==> src/rtl/dmem_arbiter.sv <==
// Round-robin arbiter and sequencer for the single data-memory port shared by
// the core LSU and the program loader; aligns stores, extends loads, times out.
module dmem_arbiter #(
  parameter int unsigned REG_LEN = 32,
  parameter int unsigned TIMEOUT = 255
) (
  input  logic               clk,
  input  logic               rst_n,
  input  logic               c_req,
  input  logic               c_we,
  input  logic [REG_LEN-1:0] c_addr,
  input  logic [2:0]         c_type,
  input  logic [REG_LEN-1:0] c_wdata,
  output logic               c_gnt,
  output logic               c_rvalid,
  output logic [REG_LEN-1:0] c_rdata,
  output logic               c_err,
  input  logic               l_req,
  input  logic               l_we,
  input  logic [REG_LEN-1:0] l_addr,
  input  logic [2:0]         l_type,
  input  logic [REG_LEN-1:0] l_wdata,
  output logic               l_gnt,
  output logic               l_rvalid,
  output logic [REG_LEN-1:0] l_rdata,
  output logic               l_err,
  output logic               mem_req,
  output logic               mem_we,
  output logic [REG_LEN-1:0] mem_addr,
  output logic [3:0]         mem_be,
  output logic [REG_LEN-1:0] mem_wdata,
  input  logic               mem_gnt,
  input  logic               mem_rvalid,
  input  logic [REG_LEN-1:0] mem_rdata
);
  localparam int unsigned CNT_W = 8;
  localparam logic [CNT_W-1:0] CNT_LAST = CNT_W'(TIMEOUT - 1);

  typedef enum logic [1:0] {IDLE, MREQ, MWAIT, RESP} state_t;
  state_t state, state_nx;

  logic               last;   // last granted owner, 1 = loader
  logic               own;    // owner of the access in flight, 1 = loader
  logic               we_q;
  logic [2:0]         typ;
  logic [1:0]         lane;
  logic [CNT_W-1:0]   cnt;
  logic               err_q;
  logic [REG_LEN-1:0] res_q;
  logic               timed_out;

  logic               pick_c, pick_l, pick_any, bad;
  logic               sel_we;
  logic [REG_LEN-1:0] sel_addr, sel_wdata, sel_shdata;
  logic [2:0]         sel_type;
  logic [1:0]         sel_lane;
  logic [3:0]         sel_be;
  logic [REG_LEN-1:0] rd_sh, rd_ext;

  // Arbitration, alignment check and lane placement of the candidate request
  always_comb begin
    pick_c    = rst_n && c_req && (!l_req || last);
    pick_l    = rst_n && l_req && (!c_req || !last);
    pick_any  = pick_c || pick_l;
    sel_we    = pick_l ? l_we    : c_we;
    sel_addr  = pick_l ? l_addr  : c_addr;
    sel_type  = pick_l ? l_type  : c_type;
    sel_wdata = pick_l ? l_wdata : c_wdata;
    sel_lane  = sel_addr[1:0];
    case (sel_type)
      3'b000, 3'b100: bad = 1'b0;
      3'b001, 3'b101: bad = sel_lane[0];
      3'b010:         bad = (sel_lane != 2'b00);
      default:        bad = 1'b1;
    endcase
    case (sel_type[1:0])
      2'b00:   sel_be = 4'b0001 << sel_lane;
      2'b01:   sel_be = 4'b0011 << sel_lane;
      default: sel_be = 4'b1111;
    endcase
    sel_shdata = sel_wdata << {sel_lane, 3'b000};
  end

  // Load result extraction from the returned word
  always_comb begin
    rd_sh = mem_rdata >> {lane, 3'b000};
    case (typ)
      3'b000:  rd_ext = {{(REG_LEN-8){rd_sh[7]}}, rd_sh[7:0]};
      3'b001:  rd_ext = {{(REG_LEN-16){rd_sh[15]}}, rd_sh[15:0]};
      3'b100:  rd_ext = {{(REG_LEN-8){1'b0}}, rd_sh[7:0]};
      3'b101:  rd_ext = {{(REG_LEN-16){1'b0}}, rd_sh[15:0]};
      default: rd_ext = mem_rdata;
    endcase
  end

  always_ff @(posedge clk) begin
    if (!rst_n) state <= IDLE;
    else        state <= state_nx;
  end

  always_comb begin
    state_nx  = state;
    timed_out = (cnt == CNT_LAST);
    case (state)
      IDLE:  if (pick_any) state_nx = bad ? RESP : MREQ;
      MREQ:  if (mem_gnt) state_nx = MWAIT;
             else if (timed_out) state_nx = RESP;
      MWAIT: if (mem_rvalid || timed_out) state_nx = RESP;
      RESP:  state_nx = IDLE;
      default: state_nx = IDLE;
    endcase
  end

  // Request fields, timeout counter and captured response
  always_ff @(posedge clk) begin
    if (!rst_n) begin
      last      <= 1'b1;
      own       <= 1'b0;
      we_q      <= 1'b0;
      typ       <= 3'b000;
      lane      <= 2'b00;
      cnt       <= '0;
      err_q     <= 1'b0;
      res_q     <= '0;
      mem_req   <= 1'b0;
      mem_we    <= 1'b0;
      mem_addr  <= '0;
      mem_be    <= 4'b0000;
      mem_wdata <= '0;
    end else begin
      if (state_nx != state)                    cnt <= '0;
      else if (state == MREQ || state == MWAIT) cnt <= cnt + CNT_W'(1);
      case (state)
        IDLE: if (pick_any) begin
          own   <= pick_l;
          last  <= pick_l;
          we_q  <= sel_we;
          typ   <= sel_type;
          lane  <= sel_lane;
          err_q <= bad;
          res_q <= '0;
          if (!bad) begin
            mem_req   <= 1'b1;
            mem_we    <= sel_we;
            mem_addr  <= {sel_addr[REG_LEN-1:2], 2'b00};
            mem_be    <= sel_we ? sel_be : 4'b1111;
            mem_wdata <= sel_we ? sel_shdata : '0;
          end
        end
        MREQ: if (state_nx != MREQ) begin
          mem_req   <= 1'b0;
          mem_we    <= 1'b0;
          mem_addr  <= '0;
          mem_be    <= 4'b0000;
          mem_wdata <= '0;
          err_q     <= (state_nx == RESP);
        end
        MWAIT: begin
          if (mem_rvalid)             res_q <= we_q ? '0 : rd_ext;
          else if (state_nx == RESP)  err_q <= 1'b1;
        end
        default: ;
      endcase
    end
  end

  // Requester-side strobes: grant in IDLE, completion in RESP
  always_comb begin
    c_gnt    = 1'b0;
    l_gnt    = 1'b0;
    c_rvalid = 1'b0;
    l_rvalid = 1'b0;
    c_rdata  = '0;
    l_rdata  = '0;
    c_err    = 1'b0;
    l_err    = 1'b0;
    if (state == IDLE) begin
      c_gnt = pick_c;
      l_gnt = pick_l;
    end
    if (state == RESP) begin
      if (own) begin
        l_rvalid = 1'b1;
        l_rdata  = res_q;
        l_err    = err_q;
      end else begin
        c_rvalid = 1'b1;
        c_rdata  = res_q;
        c_err    = err_q;
      end
    end
  end
endmodule
==> config.mk <==
export PLATFORM = sky130hd
export DESIGN_NAME = dmem_arbiter
export DESIGN_NICKNAME = d
export VERILOG_FILES = /design/src/rtl/dmem_arbiter.sv
export SDC_FILE = /design/constraint.sdc
export NUM_CORES = 1
export LEC_CHECK = 0
export CAP_MARGIN = 5
export CORE_ASPECT_RATIO = 1.25
export CORE_MARGIN = 1.5
export CORE_UTILIZATION = 42
export CTS_CLUSTER_DIAMETER = 50
export DETAILED_ROUTE_END_ITERATION = 8
export PLACE_DENSITY = 0.86
export SLEW_MARGIN = 20
export SYNTH_ARGS = -nofsm -noshare
export SYNTH_HDL_FRONTEND = slang
export SYNTH_SLANG_ARGS = --single-unit
==> constraint.sdc <==
create_clock -name clk -period 3.27 [get_ports clk]
set_input_delay 0.4905 -clock clk [delete_from_list [all_inputs] [get_ports clk]]
set_output_delay 0.4905 -clock clk [all_outputs]
set_load 0.02 [all_outputs]
==> flow_metrics.py, run 1 <==
metrics = {
    "floorplanning": {
        "num_rows": 52,
        "die-area_sq_mm": 0.0172,
        "die_w_um": 118,
        "ioPinCount": 314,
        "initial_core_util_pct": 42.7,
        "core_area_sq_mm": 0.0161,
        "die_h_um": 146,
    },
    "placed_design": {
        "place.gp.congestion": 0.914,
        "dp_hpwl_um": 18100,
        "port_buffers": 311,
        "postPlaceCellArea_sq_mm": 0.0102,
    },
    "global_routing": {
        "track_usage_pct": 27.7,
        "grt_pass1_vias": 7450,
        "grt_first_pass_wirelength_um": 38400,
        "grt.overflow.total": 0,
        "grt_start_max_net_pins": 63,
        "antenna_found_initial": 1,
    },
    "critical_path": {
        "slowest_delay_ns": 0.60,
        "critPathCaptureType": "output pin",
        "critPathMaxFanout": 9,
        "cp_common_cell": "inv_1",
        "criticalPathCategory": "reg -> out",
        "crit_chain": "inv_1, ha_1, inv_2, or3_4, inv_1, clkdlybuf4s50_1",
        "slowest_stage": "clkdlybuf4s50_1",
        "path_delay_family": "buffers and inverters",
        "cp.arrival_ns": 2.50,
        "critPathRequiredTime_ns": 2.78,
        "crit_start": "state[0]",
        "path_buf_inv": 4,
        "start_kind": "flip-flop",
        "rr_startpoint": "state[0]",
    },
    "layout": {
        "layout_commonest_cell": "clkdlybuf4s50_1",
        "nets": 1289,
        "area_growth_pct": 56.5,
        "layout_common_cells": "311 x clkdlybuf4s50_1, 119 x dfxtp_1, 91 x nand2_1",
        "drive_above_1_share_pct": 7.49,
        "stdcell_area_sq_mm": 0.0108,
    },
    "synthesis": {
        "synth.ff_latch_count": 119,
        "yosys_most_used_dff": "dfxtp_1",
        "syn_inst": 824,
        "avgSynthCellArea_sq_um": 8.37,
        "ys_types": 61,
        "synth_edf_count": 0,
        "ys_seq_area_share_pct": 34.5,
        "synth_area_sq_mm": 0.00690,
        "ys_warn_count": 0,
        "synthArstFlopShare_pct": 0,
    },
    "timing": {
        "slew-limit-headroom_pct": 50.8,
        "setup_viol_count_final": 0,
        "fin_crit_ns": 2.99,
        "rsz0062_at_grt": "false",
        "tightest_slew_ns": 0.738,
        "setup-tns-final_ns": 0,
        "fmax_mhz": 335,
        "finalMaxSlewViolations": 0,
        "post-route-period-util_pct": 91.4,
        "hold_viol": 0,
        "hold_ws_ns": 0.458,
        "finClkSkew_ns": 0.00965,
    },
    "drt": {
        "wire_per_inst_um": 18.4,
        "num_vias": 7613,
        "detail_route.first_pass.iterations": 5,
        "via_per_inst": 5.69,
        "drc_errors": 0,
        "drtIter0Drc": 568,
        "ant_nets": 0,
        "wl_um": 24600,
    },
    "clock_tree": {
        "post-cts-setup-buffers": 0,
        "clock-sinks": 119,
        "htree_levels": 4,
        "cts.reportedPaths.clkPinSlew_ns": 0.06,
        "cts-root-buf": "clkbuf_16",
        "cts_tree": "done",
        "cts_resized": 0,
        "cts_hold_buf": 0,
        "numCtsBuffers": 17,
        "clk_latency_ns": 0.41,
        "clockBufferDepth": 2,
    },
    "outcome": {
        "status": "finished, final reports clean",
    },
    "power": {
        "p_leak_nw": 4.21,
        "total_power_w": 0.00579,
        "ir_drop_mv": 0.348,
        "pwr_density_cell_mw_per_mm2": 536,
    },
    "worst_hold_path": {
        "min_path_type": "reg -> reg",
        "hold_start": "res_q[16]",
    },
    "run": {
        "drv_cap": 0,
    },
}
routing by layer:
metal  track usage, %  share of wire [%]  vias up
li1                 -                  -     3563
met1             30.3                 37     3563
met2             50.3                 51      425
met3             6.68                7.5       62
met4             13.2                4.1        0
met5                0                  0        -
kinds of logic (layout without fill, tap and decap cells):
kind of cell	after synthesis	after routing	synth area share (%)
AOI/OAI and AO/OA	245	245	24.9
DFF	119	119	34.5
adders and majority gates	6	6	1.09
buffers and inverters	83	380	5.37
other	1	3	0.0544
xor gates and xnor gates	7	7	0.889
muxes	91	91	13.4
and+or+nand+nor	272	272	19.7
where the power goes:
| group | internal [W] | switching [W] |
|---|---|---|
| Sequential | 0.00167 | 0.000166 |
| Combinational | 0.000878 | 0.00118 |
| Clock | 0.00122 | 0.000685 |
| Total | 0.00376 | 0.00203 |
worst min-delay path, stage by stage (launching register included):
cell and delay, ns:
dfxtp_1 0.31, nand2_1 0.05, a21oi_1 0.05
Yosys cell counts, types with 10 or more instances:
| master | number | area, sq um |
|---|---|---|
| clkbuf_1 | 40 | 150 |
| and3_1 | 34 | 213 |
| inv_1 | 11 | 41.3 |
| o2bb2ai_1 | 53 | 464 |
| o21ai_0 | 59 | 295 |
| a211oi_1 | 10 | 75.1 |
| mux2_2 | 10 | 113 |
| nor2_1 | 50 | 188 |
| a22o_1 | 10 | 87.6 |
| nand2_1 | 91 | 342 |
| a21oi_1 | 61 | 305 |
| nand3_1 | 13 | 65.1 |
| and2_1 | 36 | 225 |
| buf_2 | 14 | 70.1 |
| mux2i_1 | 81 | 811 |
| nor2b_1 | 19 | 119 |
| dfxtp_1 | 119 | 2380 |
through the flow:
step	worst slack, ns	cells	utilization, %
3_3_place_gp	0.290	1306	63.2
2_1_floorplan	0.910	825	-
4_1_cts	0.287	1338	66.9
6_report	0.281	1339	66.9
5_1_grt	0.170	1339	66.9
3_5_place_dp	0.236	1306	63.2
registers in the layout, summed over array words and instances (netlist names):
register / cells
mem_req: 1
last: 1
res_q: 32
lane: 2
mem_be: 4
state: 2
mem_addr: 30
cnt: 8
mem_wdata: 32
own: 1
err_q: 1
typ: 3
mem_we: 1
we_q: 1
cell type report:
| type | count | area, sq um |
|---|---|---|
| antenna | 1 | 2.50 |
| multi-input combinational | 623 | 4170 |
| inverter | 12 | 45.0 |
| clock buffer | 20 | 447 |
| sequential | 119 | 2380 |
| clock inverter | 12 | 153 |
| tap | 216 | 270 |
| timing repair buffer | 336 | 3330 |
| fill | 1337 | 5340 |
final timing paths:
path	end	slack [ns]	cells after the start
setup / recovery	l_gnt	0.28	6
hold / removal	res_q[16]	0.46	2
setup reg to reg	mem_wdata[16]	0.34	9
hold reg to reg	res_q[16]	0.46	2
Note: power is estimated with default switching activity, not from simulation.
==> run 2, diff against run 1 <==
CTS_CLUSTER_DIAMETER = 30   (was 50)
==> results of run 2 <==
Same layout as run 1: the final DEF is identical, and so are final timing and power.
==> run 3, diff against run 2 <==
MAX_ROUTING_LAYER = met4   (was not set)
PLACE_DENSITY = 0.89   (was 0.86)
==> run 3 against run 2 <==
Compared with the run above:
- final cell count is essentially flat
- clock-buffer cell count unchanged
- critical path type unchanged
- worst hold slack worse by 0.0045 ns
- largest power group unchanged
- highest routed layer unchanged
==> flow_metrics.py, run 3 (synthesized netlist as in run 1, its figures left out) <==
metrics = {
    "outcome": {
        "status": "finished, final reports clean",
    },
    "worst_hold_path": {
        "min_path_type": "reg -> reg",
        "hold_start": "res_q[16]",
        "hold_path_end": "res_q[16]",
        "worstHoldPathCells": 2,
    },
    "critical_path": {
        "path_buf_inv": 4,
        "cp.arrival_ns": 2.52,
        "slowest_delay_ns": 0.60,
        "critPathMaxFanout": 9,
        "r2r_slack_ns": 0.35,
        "path_delay_family": "buffers and inverters",
        "critPathCaptureType": "output pin",
        "rr_startpoint": "state[0]",
        "r2r_cells": 8,
        "start_kind": "flip-flop",
        "r2r_end": "mem_wdata[23]",
        "crit_chain": "inv_1, ha_1, inv_2, or3_4, inv_1, clkdlybuf4s50_1",
        "slowest_stage": "clkdlybuf4s50_1",
        "cp_common_cell": "inv_1",
        "criticalPathCategory": "reg -> out",
        "critPathRequiredTime_ns": 2.78,
    },
    "clock_tree": {
        "cts_hold_buf": 0,
        "clockBufferDepth": 2,
        "clk_latency_ns": 0.42,
        "cts_resized": 0,
        "numCtsBuffers": 17,
        "htree_levels": 4,
        "cts-root-buf": "clkbuf_16",
        "post-cts-setup-buffers": 0,
        "cts_tree": "done",
        "clock-sinks": 119,
        "cts.reportedPaths.clkPinSlew_ns": 0.05,
    },
    "timing": {
        "fin_crit_ns": 3.01,
        "tightest_slew_ns": 0.732,
        "post-route-period-util_pct": 92.0,
        "slew-limit-headroom_pct": 51.0,
        "fmax_mhz": 332,
        "finClkSkew_ns": 0.00593,
        "setup_viol_count_final": 0,
        "finalMaxSlewViolations": 0,
        "hold_viol": 0,
        "setup-tns-final_ns": 0,
        "rsz0062_at_grt": "false",
    },
    "run": {
        "drv_cap": 0,
    },
    "layout": {
        "layout_common_cells": "311 x clkdlybuf4s50_1, 119 x dfxtp_1, 91 x nand2_1",
        "drive_above_1_share_pct": 7.83,
        "final_core_util_pct": 67.2,
        "diodes": 0,
        "layout_commonest_cell": "clkdlybuf4s50_1",
        "stdcell_area_sq_mm": 0.0108,
        "nets": 1291,
        "area_growth_pct": 57.3,
        "top_regs": "mem_wdata: 32 flops, res_q: 32 flops, mem_addr: 30 flops",
    },
    "power": {
        "pwr_density_cell_mw_per_mm2": 543,
        "p_leak_nw": 4.25,
        "ir_drop_mv": 0.328,
    },
    "floorplanning": {
        "die_h_um": 146,
        "die_w_um": 118,
        "initial_core_util_pct": 42.7,
        "ioPinCount": 314,
        "num_rows": 52,
        "core_area_sq_mm": 0.0161,
        "die-area_sq_mm": 0.0172,
    },
    "global_routing": {
        "grt_start_max_net_pins": 69,
        "grt.overflow.total": 0,
        "grt_pass1_vias": 7501,
        "track_usage_pct": 28.9,
        "antenna_found_initial": 0,
        "grt_first_pass_wirelength_um": 38800,
    },
    "drt": {
        "detail_route.first_pass.iterations": 5,
        "ant_nets": 0,
        "via_per_inst": 5.59,
        "wl_um": 24400,
        "drtIter0Drc": 440,
        "num_vias": 7496,
        "wire_per_inst_um": 18.2,
        "drc_errors": 0,
    },
    "placed_design": {
        "port_buffers": 311,
        "place.gp.congestion": 0.974,
        "dp_hpwl_um": 18100,
        "postPlaceCellArea_sq_mm": 0.0102,
    },
}
[run 3: cell types whose count changed in the layout (fill, tap and decap cells not counted), sizes merged]
cell | before | now
bufinv | 3 | 4
clkinv | 5 | 4
buf | 25 | 27
diode | 1 | 0
[run 3: worst max-delay path by stage]
stage / from / endpoint / cells after the start
floorplan: state[0] / mem_wdata[21] / 11
global placement: l_req / mem_wdata[25] / 8
detailed placement: c_req / mem_wdata[25] / 8
CTS: state[0] / l_gnt / 6
global route: state[0] / l_gnt / 6
finish: state[0] / l_gnt / 6
[run 3: tightest hold or removal path: stages (launching register included)]
cell,delay (ns)
dfxtp_1,0.31
nand2_1,0.05
a21oi_1,0.05
[run 3: final cells by class]
| type | count | area (sq um) |
|---|---|---|
| fill | 1308 | 5290 |
| multi-input combinational | 623 | 4170 |
| timing repair buffer | 338 | 3340 |
| sequential | 119 | 2380 |
| clock buffer | 20 | 467 |
| tap | 216 | 270 |
| clock inverter | 12 | 174 |
| inverter | 12 | 45.0 |
[run 3: metrics by stage]
| stage | setup slack [ns] | hold WS (ns) | cells | power, W |
|---|---|---|---|---|
| floorplan | 0.910 | 0.436 | 825 | 0.00303 |
| global placement | 0.317 | 0.444 | 1308 | 0.00382 |
| detailed placement | 0.234 | 0.446 | 1308 | 0.00386 |
| CTS | 0.264 | 0.456 | 1340 | 0.00590 |
| global route | 0.153 | 0.479 | 1340 | 0.00615 |
| finish | 0.261 | 0.453 | 1340 | 0.00589 |
[run 3: report_power, final]
group          leakage, nW  internal (W)  switching [W]  total [W]
clock network        0.304       0.00133       0.000679    0.00201
registers            0.966       0.00167       0.000156    0.00182
logic                 2.98      0.000881        0.00118    0.00206
total                 4.25       0.00388        0.00201    0.00589
[run 3: per-layer routing]
metal / vias to the layer above / part of all wire (%) / track usage [%]
met3: 96 / 6.8 / 5.90
met2: 392 / 50 / 51.0
met4: 0 / 5.4 / 16.0
met5: - / 0 / -
met1: 3442 / 37 / 30.1
li1: 3566 / - / -
==> variant 1 (flow settings as in run 2) <==
Put a register stage on the output `c_err`, with the module's reset. The value now appears one clock later. The other outputs are not delayed to match.
--- a/src/rtl/dmem_arbiter.sv
+++ b/src/rtl/dmem_arbiter.sv
@@ -37,6 +37,8 @@
   localparam logic [CNT_W-1:0] CNT_LAST = CNT_W'(TIMEOUT - 1);
 
   typedef enum logic [1:0] {IDLE, MREQ, MWAIT, RESP} state_t;
+
+  logic c_err_d;
   state_t state, state_nx;
 
   logic               last;   // last granted owner, 1 = loader
@@ -172,7 +174,7 @@
     l_rvalid = 1'b0;
     c_rdata  = '0;
     l_rdata  = '0;
-    c_err    = 1'b0;
+    c_err_d  = 1'b0;
     l_err    = 1'b0;
     if (state == IDLE) begin
       c_gnt = pick_c;
@@ -186,8 +188,16 @@
       end else begin
         c_rvalid = 1'b1;
         c_rdata  = res_q;
-        c_err    = err_q;
+        c_err_d  = err_q;
       end
     end
   end
+  always_ff @(posedge clk) begin
+    if (!rst_n) begin
+      c_err <= '0;
+    end else begin
+      c_err <= c_err_d;
+    end
+  end
+
 endmodule
Formal check against the unedited RTL: not equivalent (a bounded check fails within 4 cycles, from zero or initial values and one cycle with rst_n low).
==> variant 1 against run 2 <==
- count of clock-buffer cells in the layout is 4 higher
- highest routed layer unchanged
- worst setup slack better by 0.015 ns
- wire length is 11% higher
- power grew 0.62%
- global-route usage rose by 1.8 points
- synthesized area up 6.1%
- clock skew down 0.0020 ns
- cell area increased by 3.1%
- sequential cell count rose by 1
==> variant 1: results (changes against run 2) <==
stage	metric	value	unit	change
status	status	finished, final reports clean		
yosys	synthMuxAreaShare	8.94	%	-4.4 points
power_and_ir_drop	irDropWorstVdd	0.000271	V	-22%
routing	wire_per_inst	18.7	um	+2.1%
yosys	synth_top_area_share	32.8	%	-1.7 points
placement	gp_congestion	0.947		+3.7%
placement	place_ws	0.0880	ns	-0.148 ns
worst_hold_path	worstHoldStart	res_q[29]		
setup_path	rrSetupSlack	0.59	ns	+0.25 ns
power_and_ir_drop	p_int	3.71	mW	-1.4%
placement	placed_area	0.0106	mm2	+3.7%
routing	wl	27300	um	+11%
setup_path	cp_max_fo	33		+24
routing	viasPerCell	5.78		+1.6%
yosys	ys_seq_area_share	32.8	%	-1.7 points
global_routing	grt_max_degree	54		-14%
yosys	synth_compound_area_share	27.3	%	+2.4 points
routing	drt-met1-wl	9950	um	+8.3%
yosys	synth_fa_ha_area_share	1.03	%	-0.062 points
power_and_ir_drop	clock_power	1.74	mW	-8%
global_routing	antenna_found_initial	0		-1
global_routing	grt_first_pass_wirelength	42000	um	+9.5%
final_layout	fill_cells	1488		+11%
worst_hold_path	worstHoldEndpoint	res_q[29]		
yosys	postSynthCellCount	950		+15%
sta	fin_worst_skew	0.00765	ns	-0.00199 ns
placement	placed_cells	1427		+9.3%
routing	wl_met3	2230	um	+21%
yosys	synthTopCellsByCount	nand2_1, dfxtp_1, a21oi_1		
sta	holdWs	0.456	ns	-0.00177 ns
global_routing	met3_usage	7.42	%	+0.74 points
yosys	synth.area.top_cells	dfxtp_1, nand2_1, mux2i_1		
routing	first_iter_violations	623		+9.7%
sta	maxSlewHeadroom	51.4	%	+0.63 points
yosys	synth_cell_types	65		+6.6%
power_and_ir_drop	power.leakage	4.24	nW	+0.70%
final_layout	antenna_cells	0		-1
setup_path	arrival	2.48	ns	-0.02 ns
yosys	yosys.area_share.xor_xnor	0.838	%	-0.051 points
power_and_ir_drop	p_comb	2.24	mW	+9%
global_routing	grt_pass1_vias	8133		+9.2%
global_routing	grt_use_total	29.6	%	+1.8 points
==> variant 1: worst max-delay path by stage <==
stage                          from            end  slack [ns]
after floorplan            state[1]  mem_wdata[30]        0.98
after global placement    l_type[0]   mem_addr[26]        0.18
after detailed placement  l_type[1]   mem_addr[21]        0.09
after CTS                  state[1]     c_rdata[5]        0.32
after global routing       state[1]     c_rdata[3]        0.21
final                      state[1]     c_rdata[8]        0.30
==> variant 1: final cells by class <==
cell class | instances | area (um2) | area share [%]
clock buffers | 24 | 492 | 4.42
multi-input cells | 735 | 4500 | 40.5
flip-flops and latches | 120 | 2400 | 21.6
repair buffers | 343 | 3370 | 30.3
well taps | 220 | 275 | 2.47
inverters | 10 | 37.5 | 0.337
clock inverters | 4 | 45.0 | 0.405
==> variant 1: worst max-delay path, cell delays in order, from the launching register on <==
cell,delay [ns]
dfxtp_1,0.49
ha_1,0.22
nor2b_1,0.25
buf_4,0.32
and2_1,0.18
clkdlybuf4s50_1,0.60
==> variant 2 (config.mk and constraints of run 2) <==
Without the edit above. The parameter `REG_LEN` goes from 32 to 16.
--- a/src/rtl/dmem_arbiter.sv
+++ b/src/rtl/dmem_arbiter.sv
@@ -1,7 +1,7 @@
 // Round-robin arbiter and sequencer for the single data-memory port shared by
 // the core LSU and the program loader; aligns stores, extends loads, times out.
 module dmem_arbiter #(
-  parameter int unsigned REG_LEN = 32,
+  parameter int unsigned REG_LEN = 16,
   parameter int unsigned TIMEOUT = 255
 ) (
   input  logic               clk,
Interface: changed (9 resized); port bits go from 314 to 170. The function was not compared with the original's and may differ.
==> variant 2 against run 2 <==
- cell area fell by 42%
- critical path depth is the same
- clock skew shrank 0.0048 ns
- worst setup slack improved by 0.24 ns
- sequential share of layout area up 0.67 points
- global-route usage decreased by 3.8 points
- power decreased by 39%
- die area down 38%
- synthesized area shrank 39%
- via count shrank 43%
- sequential cell count decreased by 48
- wire length shrank 48%
- critical endpoint is now c_gnt
==> variant 2: results (changes against run 2) <==
stage	metric	value	unit	change
final_layout	layout-drive-gt1-share	9.55	%	+2.1 points
final_layout	comb.multi_input.count	370		-41%
final_layout	nNetsFinal	745		-42%
final_layout	nClkBuffers	10		-50%
placement	dpl.hpwl	9770	um	-46%
setup_path	arrival	2.26	ns	-0.24 ns
global_routing	grtUsageMet1	26.1	%	-4.2 points
global_routing	grt_pass1_vias	4314		-42%
final_layout	buf_share	28.7	%	-2.1 points
yosys	synth_fa_ha_area_share	1.78	%	+0.69 points
final_layout	clock_area_share	4.46	%	-1.1 points
status	status	finished, final reports clean		
global_routing	grt_first_pass_wirelength	20300	um	-47%
routing	wl	12800	um	-48%
yosys	synth_cell_types	63		+3.3%
final_layout	inverters	10		-2
power_and_ir_drop	irDropWorstVdd	0.000375	V	+7.7%
global_routing	grt_use_total	23.9	%	-3.8 points
clock_network	htreeDepth	3		-1
yosys	synth.area.top_cells	dfxtp_1, mux2i_1, o31ai_2		
routing	first_iter_violations	205		-64%
routing	wl_met3	902	um	-51%
yosys	postSynthCellCount	490		-41%
yosys	yosys.area_share.xor_xnor	1.45	%	+0.56 points
power_and_ir_drop	switching_power	1.29	mW	-36%
routing	drt-met1-wl	4850	um	-47%
yosys	ys_seq_area_share	33.7	%	-0.84 points
power_and_ir_drop	p_int	2.23	mW	-41%
global_routing	use_met2	42.9	%	-7.4 points
sta	fin_worst_skew	0.00483	ns	-0.00481 ns
sta	maxSlewHeadroom	49.2	%	-1.6 points
placement	port_buffers	167		-46%
setup_path	cp_max_fo	11		+2
final_layout	buffers	183		-46%
global_routing	grt_max_degree	33		-48%
final_layout	regArea	0.00142	mm2	-40%
power_and_ir_drop	power.leakage	2.30	nW	-45%
final_layout	top_regs	mem_wdata x16, res_q x16, mem_addr x14		
routing	wl_met2	6650	um	-47%
final_layout	fill_cells	803		-40%
placement	placed_area	0.00597	mm2	-41%
yosys	synthTopCellsByCount	dfxtp_1, mux2i_1, nor2_1		
[variant 2: cell count changes in the layout (fill, tap and decap cells not counted), moves of 16 or more]
cell | run 2 | this run
o21ai_0 | 59 | 12
dfxtp_1 | 119 | 71
mux2i_1 | 80 | 40
clkdlybuf4s50_1 | 311 | 167
nand2_1 | 91 | 27
o2bb2ai_1 | 53 | 8
o31ai_2 | 0 | 16
a21oi_1 | 61 | 35
and2_1 | 36 | 20
[variant 2: worst paths after layout]
| check | startpoint | endpoint | slack [ns] | cells past startpoint |
|---|---|---|---|---|
| max | state[0] | c_gnt | 0.52 | 6 |
| min | mem_wdata[12] | mem_wdata[12] | 0.47 | 2 |
| max reg2reg | state[0] | mem_wdata[7] | 0.70 | 8 |
| min reg2reg | mem_wdata[12] | mem_wdata[12] | 0.47 | 2 |
[variant 2: worst max-delay path, delay by kind of cell, from the launching register on]
kind,cells,cell delay (ns)
simple gates,2,0.35
flops,1,0.34
buf+inv,3,1.02
fa+ha+maj,1,0.20
